==> config.mk <==
export PLATFORM = sky130hd
export DESIGN_NAME = snake_frame_scheduler
export DESIGN_NICKNAME = d
export VERILOG_FILES = /design/src/rtl/snake_frame_scheduler.sv
export SDC_FILE = /design/constraint.sdc
export NUM_CORES = 1
export LEC_CHECK = 0
export CAP_MARGIN = 0
export CORE_MARGIN = 2
export CORE_UTILIZATION = 40
export DETAILED_ROUTE_END_ITERATION = 8
export GPL_TIMING_DRIVEN = 0
export PLACE_DENSITY = 0.68
export RECOVER_POWER = 25
export SYNTH_ARGS = -nofsm -noshare
export SYNTH_HDL_FRONTEND = slang
export SYNTH_SLANG_ARGS = --single-unit
export TNS_END_PERCENT = 5
==> constraint.sdc <==
create_clock -name Clock -period 3.4 [get_ports Clock]
set_input_delay 0.68 -clock Clock [delete_from_list [all_inputs] [get_ports Clock]]
set_output_delay 0.68 -clock Clock [all_outputs]
set_load 0.02 [all_outputs]
==> src/rtl/snake_frame_scheduler.sv <==
// snake_frame_scheduler
//
// Paces game-state updates to the display frame rate and double-buffers the
// snake and food coordinates. New coordinates from the game logic are held in
// shadow registers and only reach the display outputs on a falling VSync
// edge, so the renderer never sees a partially updated snake within a frame.
//
// Ports:
//   Clock       pixel clock (same domain as the VGA controller)
//   Reset       synchronous, active-high
//   VSync       VGA vertical sync, active low
//   pause       level; freezes frame pacing
//   speedUp     one-cycle pulse; shortens the step period by one frame
//   stepReq     request to the game logic for the next step
//   stepAck     one-cycle pulse; in* buses are valid in the same cycle
//   inSnakeY/X  next packed snake coordinates
//   inFoodY/X   next food coordinates
//   packSnakeY/X, foodY/X   displayed coordinates, to the VGA controller
//   stepDone    one-cycle pulse after a commit to the display registers
//   overrun     one-cycle pulse after a step was dropped
//   period      current frames-per-step
module snake_frame_scheduler #(
  parameter int numSnakePieces   = 4,
  parameter int yCoordBits       = 5,
  parameter int xCoordBits       = 6,
  parameter int framesPerStep    = 6,
  parameter int minFramesPerStep = 2
) (
  input  logic                                   Clock,
  input  logic                                   Reset,
  input  logic                                   VSync,
  input  logic                                   pause,
  input  logic                                   speedUp,
  output logic                                   stepReq,
  input  logic                                   stepAck,
  input  logic [yCoordBits*numSnakePieces-1:0]   inSnakeY,
  input  logic [xCoordBits*numSnakePieces-1:0]   inSnakeX,
  input  logic [yCoordBits-1:0]                  inFoodY,
  input  logic [xCoordBits-1:0]                  inFoodX,
  output logic [yCoordBits*numSnakePieces-1:0]   packSnakeY,
  output logic [xCoordBits*numSnakePieces-1:0]   packSnakeX,
  output logic [yCoordBits-1:0]                  foodY,
  output logic [xCoordBits-1:0]                  foodX,
  output logic                                   stepDone,
  output logic                                   overrun,
  output logic [5:0]                             period
);

  localparam logic [5:0] PERIOD_RST = 6'(framesPerStep);
  localparam logic [5:0] PERIOD_MIN = 6'(minFramesPerStep);

  typedef enum logic [1:0] {
    IDLE    = 2'd0,
    REQ     = 2'd1,
    WAIT_VB = 2'd2
  } state_t;

  state_t state;
  state_t stateNext;

  logic       prevVSync;
  logic       vsFall;
  logic [5:0] frameCnt;
  logic [5:0] cntNext;
  logic [5:0] periodNext;
  logic       expire;

  logic       capture_p0;
  logic       commit_p0;
  logic       drop_p0;

  logic [yCoordBits*numSnakePieces-1:0] shadowSnakeY;
  logic [xCoordBits*numSnakePieces-1:0] shadowSnakeX;
  logic [yCoordBits-1:0]                shadowFoodY;
  logic [xCoordBits-1:0]                shadowFoodX;

  // Period decrement that never drops below the configured floor.
  function automatic logic [5:0] sat_dec(input logic [5:0] p);
    if (p > PERIOD_MIN)
      return p - 6'd1;
    else
      return PERIOD_MIN;
  endfunction

  assign vsFall = prevVSync & ~VSync;

  // Frame pacing: expire marks the frame on which a new step is due.
  always_comb begin
    expire     = 1'b0;
    cntNext    = frameCnt;
    periodNext = period;
    if (vsFall && !pause) begin
      if (frameCnt == period - 6'd1) begin
        expire  = 1'b1;
        cntNext = '0;
      end else begin
        cntNext = frameCnt + 6'd1;
      end
    end
    if (speedUp) begin
      periodNext = sat_dec(period);
      // Keep the counter inside the shortened period so it still wraps.
      if (cntNext >= periodNext)
        cntNext = '0;
    end
  end

  always_ff @(posedge Clock) begin
    if (Reset) begin
      prevVSync <= 1'b1;
      frameCnt  <= '0;
      period    <= PERIOD_RST;
    end else begin
      prevVSync <= VSync;
      frameCnt  <= cntNext;
      period    <= periodNext;
    end
  end

  // Step handshake state register.
  always_ff @(posedge Clock) begin
    if (Reset)
      state <= IDLE;
    else
      state <= stateNext;
  end

  always_comb begin
    stateNext = state;
    unique case (state)
      IDLE: begin
        if (expire)
          stateNext = REQ;
      end
      REQ: begin
        if (stepAck)
          stateNext = WAIT_VB;
      end
      WAIT_VB: begin
        if (vsFall)
          stateNext = expire ? REQ : IDLE;
      end
      default: stateNext = IDLE;
    endcase
  end

  always_comb begin
    stepReq    = (state == REQ);
    capture_p0 = (state == REQ) && stepAck;
    drop_p0    = (state == REQ) && expire;
    commit_p0  = (state == WAIT_VB) && vsFall;
  end

  // p0 -> p1: shadow capture, display commit and status pulses.
  always_ff @(posedge Clock) begin
    if (Reset) begin
      shadowSnakeY <= '0;
      shadowSnakeX <= '0;
      shadowFoodY  <= '0;
      shadowFoodX  <= '0;
      packSnakeY   <= '0;
      packSnakeX   <= '0;
      foodY        <= '0;
      foodX        <= '0;
      stepDone     <= 1'b0;
      overrun      <= 1'b0;
    end else begin
      if (capture_p0) begin
        shadowSnakeY <= inSnakeY;
        shadowSnakeX <= inSnakeX;
        shadowFoodY  <= inFoodY;
        shadowFoodX  <= inFoodX;
      end
      if (commit_p0) begin
        packSnakeY <= shadowSnakeY;
        packSnakeX <= shadowSnakeX;
        foodY      <= shadowFoodY;
        foodX      <= shadowFoodX;
      end
      stepDone <= commit_p0;
      overrun  <= drop_p0;
    end
  end

endmodule
Word-level counts from Yosys, hierarchy flattened
Cells that the tools add are included.
Word-level totals
  register bits: 127
  bits in latches: 0
  RAM bits: 0
  bits in read-only memories: 0
  input port bits: 61
  output and inout bits: 64
  word-level logic and storage cells: 46
  memories kept: 0
Cells by class
  $add $sub $neg: 2
  multipliers: 0
  div/mod/pow operators: 0
  $lt $le $gt $ge: 2
  eq/ne operators: 6
  shifts and indexed selects: 0
  mux-type cells: 13
  bitwise gates (word level): 2
  reductions and logical operators: 7
Operator list (number)
  6-bit two-way mux: 6
  6-bit by 1-bit adder with 6-bit output (second input constant): 1
  6-bit equality test: 1
  6-bit greater-or-equal comparator: 1
  6-bit by 2-bit greater-than comparator with 1-bit output (second input constant): 1
  2-bit two-way mux: 3
  2-bit one-hot mux with 3 select lines: 1
  6-bit by 1-bit subtractor with 6-bit output (second input constant): 1
  1-bit logical AND: 4
  2-bit inequality test (second input constant): 2
  1-bit two-way mux: 3
  3-bit AND reduction: 1
  2-bit by 1-bit equality test with 1-bit output (second input constant): 1
  2-bit equality test (second input constant): 1
  2-bit logical NOT: 1
  2-bit by 1-bit inequality test with 1-bit output (second input constant): 1
  1-bit AND: 1
  1-bit logical NOT: 1
  1-bit NOT: 1

Logic depth before layout (Yosys ltp)
  depth after elaboration: 7
  depth in mapped cells: 14
  mapped depth without buffers: 13

Worst setup path after synthesis
OpenSTA, ideal clock, no wires.
  path type: register to register
  start: register period[0]
  end: register frameCnt[4]
  setup time: 0.074 ns
  data arrival time: 3.273 ns
  required time: 3.326 ns
  setup slack: 0.053 ns
  stages on the path, launching flop included: 15
  buffers on the path: 1
  clock period less this slack: 3.347 ns
  cell sequence: dfxtp_1 -> inv_1 -> ha_1 -> xor2_1 -> xor2_1 -> or4_1 -> buf_2 -> o21ai_0 -> and2_1 -> ha_1 -> nor3b_1 -> o21bai_1 -> a2111oi_0 -> o21bai_1 -> a31oi_1
On the way
  word-level cells in the longest chain between the ends: 7
  elaborated cells on any way between the ends: 10
  classes of those cells: add/sub (1); order compare (2); eq/ne (1); mux (6)
Ends and longest elaborated chain
  from (decl): RTL line 46  | output logic [5:0] period
  from (signal assigned): RTL line 116  | period <= periodNext;
  6-bit by 1-bit subtractor with 6-bit output: RTL line 80, 93
  6-bit equality test: RTL line 93  | if (frameCnt == period - 6'd1) begin
  6-bit two-way mux: RTL line 93
  6-bit two-way mux: RTL line 92  | if (vsFall && !pause) begin
  6-bit greater-or-equal comparator: RTL line 103  | if (cntNext >= periodNext)
  6-bit two-way mux: RTL line 103
  6-bit two-way mux *: RTL line 100  | if (speedUp) begin
  to (signal assigned): RTL line 115  | frameCnt <= cntNext;
  to (decl): RTL line 63  | logic [5:0] frameCnt;
Mark *: on every way between the ends. The rest lies on a longest branch, timed or not. The select of a mux whose other input is x is not followed.
A chain may end at the register's enable or synchronous reset.

Worst setup path after layout
Same ends and word-level chain as after synthesis.

==> flow_summary_export.csv <==
group,metric,value,unit
die,core-area,12000,um^2
sta,min_period,3200,ps
worst_hold_path,hold_path_class,"flip-flop to flip-flop",
detailed_routing,drtIter0Drc,214,
logic_synthesis,synth_compound_area_frac,0.160,
detailed_routing,ant_nets,0,
worst_setup_path,worstSetupPathType,"flip-flop to flip-flop",
logic_synthesis,synth_top_family_by_area,"simple AND/OR/NAND/NOR gates",
global_routing,antenna_found_initial,0,
logic_synthesis,yosysTopAreaCell,"dfxtp_1",
flow_run,drv_cap,0,
die,rows,40,
logic_synthesis,synth_top_cell_area_share,0.520,
cts,cts_buffer_depth,2,
power_and_ir_drop,power_frac_comb,0.067,
finish,layoutNonFillerInstCount,920,
global_routing,grt_pass1_wl,20800,um
worst_setup_path,path_max_fanout,8,
place,gp_congestion,0.841,
worst_setup_path,endpoint,"frameCnt[4]$_SDFF_PP0_",
logic_synthesis,yosys_warnings,0,
worst_setup_path,worstSetupEndpointType,"flip-flop",
sta,setup_viol,0,
place,dp_hpwl,9330,um
logic_synthesis,synth-adder-area-share,0.0230,
logic_synthesis,synth_edf_count,0,
logic_synthesis,netlist_area,4890,um^2
global_routing,gr-total-overflow,0,
worst_setup_path,required,3740,ps
die,initial_core_util,0.409,
sta,skew,5.60,ps
die,die_w,115,um
power_and_ir_drop,ir_drop,0.260,mV
logic_synthesis,ys_top_cells_by_area,"dfxtp_1 (52%), nand2_1 (18%), a21oi_1 (12%)",
power_and_ir_drop,leakagePower,2.51,nW
global_routing,grt_pass1_vias,4413,
cts,cts_htree_levels,4,
sta,worst_pin_slew,617,ps
worst_setup_path,worst_setup_path_start_kind,"flip-flop",
logic_synthesis,synth_mux_area_frac,0.00205,
power_and_ir_drop,p_per_area,529,nW/um^2
logic_synthesis,yosysMostFrequentCell,"nand2_1",
logic_synthesis,async_flop_share,0,
worst_setup_path,rr_worst_depth,14,
cts,clockRootBuffer,"clkbuf_16",
cts,clk_latency,410,ps
logic_synthesis,yosysSeqAreaShare,0.520,
finish,fill_cells,1091,
global_routing,grt_max_degree,17,
sta,maxSlewHeadroom,0.589,
cts,cts_sinks,127,
finish,nets,830,
logic_synthesis,synth_nets,687,
finish,synthToLayoutAreaGrowth,43.6,%
logic_synthesis,syn_area_per_cell,7.93,um^2
die,pin_count,125,
finish,drive_above_1_share,0.0776,
logic_synthesis,synth_cell_types,43,
worst_setup_path,crit_start,"period[0]$_SDFFE_PP0P_",
place,place_inst,886,
sta,setup_tns,0,ps
run_status,status,"complete, no violations",
logic_synthesis,ys_seq_elements,127,
power_and_ir_drop,fin_total_pwr,3.72,mW
finish,multiInputGateArea,2220,um^2
sta,fmax,312,MHz
worst_setup_path,r2r-start,"period[0]$_SDFFE_PP0P_",
sta,final-hold-violation-count,0,
power_and_ir_drop,p_clk_frac,0.525,
place,io_buffers,122,
logic_synthesis,netlist_instances,617,
detailed_routing,vias_per_cell,4.94,
logic_synthesis,ys_top_cells_by_count,"nand2_1 (237), dfxtp_1 (127), a21oi_1 (120)",
power_and_ir_drop,p_sw_frac,0.222,
detailed_routing,dr_total_vias,4546,
power_and_ir_drop,p_seq_frac,0.407,
power_and_ir_drop,p_int,2.89,mW
logic_synthesis,synth_ff_type,"dfxtp_1",
logic_synthesis,yosys.area_share.simple,0.238,
detailed_routing,wl_per_cell,14.0,um
detailed_routing,firstDrtPassIters,4,
finish,seq_area,2550,um^2
worst_setup_path,reg2reg_to,"frameCnt[4]$_SDFF_PP0_",
logic_synthesis,synth_xor_area_frac,0.0194,
worst_setup_path,path_cells,"inv_1 -> ha_4 -> xor2_4 -> xor2_1 -> or4_1 -> buf_4 -> o21ai_2 -> and2_4 -> ha_1 -> nor3b_1 -> o21bai_1 -> a2111oi_2 -> o21bai_2 -> a31oi_1",
worst_setup_path,slowest_delay,460,ps
worst_setup_path,rrSetupSlack,200,ps
die,dieArea,13100,um^2
detailed_routing,drt-total-wl,12900,um
cts,cts_tree,"done",
sta,rsz0062_at_grt,"no",
die,fp.dieH,115,um
power_and_ir_drop,p_sw,824,uW
finish,antenna_cells,0,
global_routing,grtUsageTotal,0.202,
worst_setup_path,cp_data_arrival_time,3540,ps
sta,finalCritPeriodShare,0.942,
detailed_routing,drc,0,
worst_setup_path,cpMaxStageDelayCell,"or4_1",
sta,drv_slew,0,
cts,path_clk_slew,60,ps
cts,cts_buffers,17,
logic make-up after synthesis:
logic type	after synthesis
compound gates	141
xor+xnor	10
fa+ha+maj	9
buf+inv	48
flops	127
mux	1
simple gates	281
worst max-delay path, delay by kind of cell, from the launching register on:
kind / cells / cell delay (ps)
AOI/OAI and AO/OA: 5 / 950
and+or+nand+nor: 3 / 820
adders and majority gates: 2 / 410
xor gates and xnor gates: 2 / 310
buffers and inverters: 2 / 270
DFF: 1 / 380
through the flow:
stage	hold slack (ps)	utilization	area (um^2)	setup WS, ps
6_report	450	0.587	7030	197
5_1_grt	471	0.587	7030	44.7
4_1_cts	454	0.583	6980	36.5
3_5_place_dp	446	0.526	6300	-463
3_3_place_gp	439	0.526	6300	-365
2_1_floorplan	432	-	4890	52.8
layout make-up:
cell class,count,area share
clock inverters,14,0.0290
multi-input cells,442,0.316
flip-flops and latches,127,0.363
well taps,147,0.0262
repair buffers,125,0.177
inverters,6,0.00321
plain buffers,41,0.0226
clock buffers,18,0.0625
worst min path at each step:
| stage | startpoint | end | slack (ps) | cells past startpoint |
|---|---|---|---|---|
| 3_3_place_gp | shadowSnakeX[7]$_SDFFE_PP0P_ | packSnakeX[7]$_SDFFE_PP0P_ | 440 | 2 |
| 2_1_floorplan | shadowFoodX[0]$_SDFFE_PP0P_ | foodX[0]$_SDFFE_PP0P_ | 430 | 2 |
| 5_1_grt | shadowSnakeY[12]$_SDFFE_PP0P_ | packSnakeY[12]$_SDFFE_PP0P_ | 470 | 2 |
| 4_1_cts | packSnakeY[10]$_SDFFE_PP0P_ | packSnakeY[10]$_SDFFE_PP0P_ | 450 | 2 |
| 6_report | packSnakeY[10]$_SDFFE_PP0P_ | packSnakeY[10]$_SDFFE_PP0P_ | 450 | 2 |
| 3_5_place_dp | packSnakeY[10]$_SDFFE_PP0P_ | packSnakeY[10]$_SDFFE_PP0P_ | 450 | 2 |
layer usage:
metal | GRT usage | vias to the layer above | wire length [um]
met5 | 0 | - | 0
met1 | 0.242 | 2091 | 5690
met2 | 0.341 | 119 | 6280
li1 | - | 2318 | -
met4 | 0.0772 | 0 | 225
met3 | 0.0603 | 18 | 706
cell usage in the layout (no fill, tap or decap), types with 5 or more instances in the layout:
cell type	netlist	routed
clkbuf_16	0	17
a21oi_1	120	119
nor2_1	8	8
nor3_1	5	5
clkdlybuf4s50_1	0	88
or2_2	5	5
buf_1	5	5
dfxtp_1	127	125
dlygate4sd3_1	0	34
ha_1	9	8
inv_1	6	6
nand2_1	237	237
nand3_1	5	5
clkbuf_1	35	34
sequential cells by signal (all words and copies together) (netlist names):
name / flops
packSnakeX: 24
shadowSnakeX: 24
packSnakeY: 20
shadowSnakeY: 20
foodX: 6
frameCnt: 6
period: 6
shadowFoodX: 6
foodY: 5
shadowFoodY: 5
state: 2
overrun: 1
prevVSync: 1
stepDone: 1
power groups by stage:
stage               clock [mW]  combinational [mW]  sequential (mW)
floorplan                    0               0.110             1.55
global placement             0               0.223             1.55
detailed placement           0               0.226             1.55
CTS                       1.98               0.235             1.51
global route              2.07               0.274             1.52
finish                    1.95               0.249             1.51
timing repair:
item                       CTS  global route
setup endpoints to repair    6             6
setup buffers                1             2
hold buffers                 0             0
pin swaps                    1             3
gates resized for setup      9             9
No activity file was read; power rests on OpenSTA's default activity.
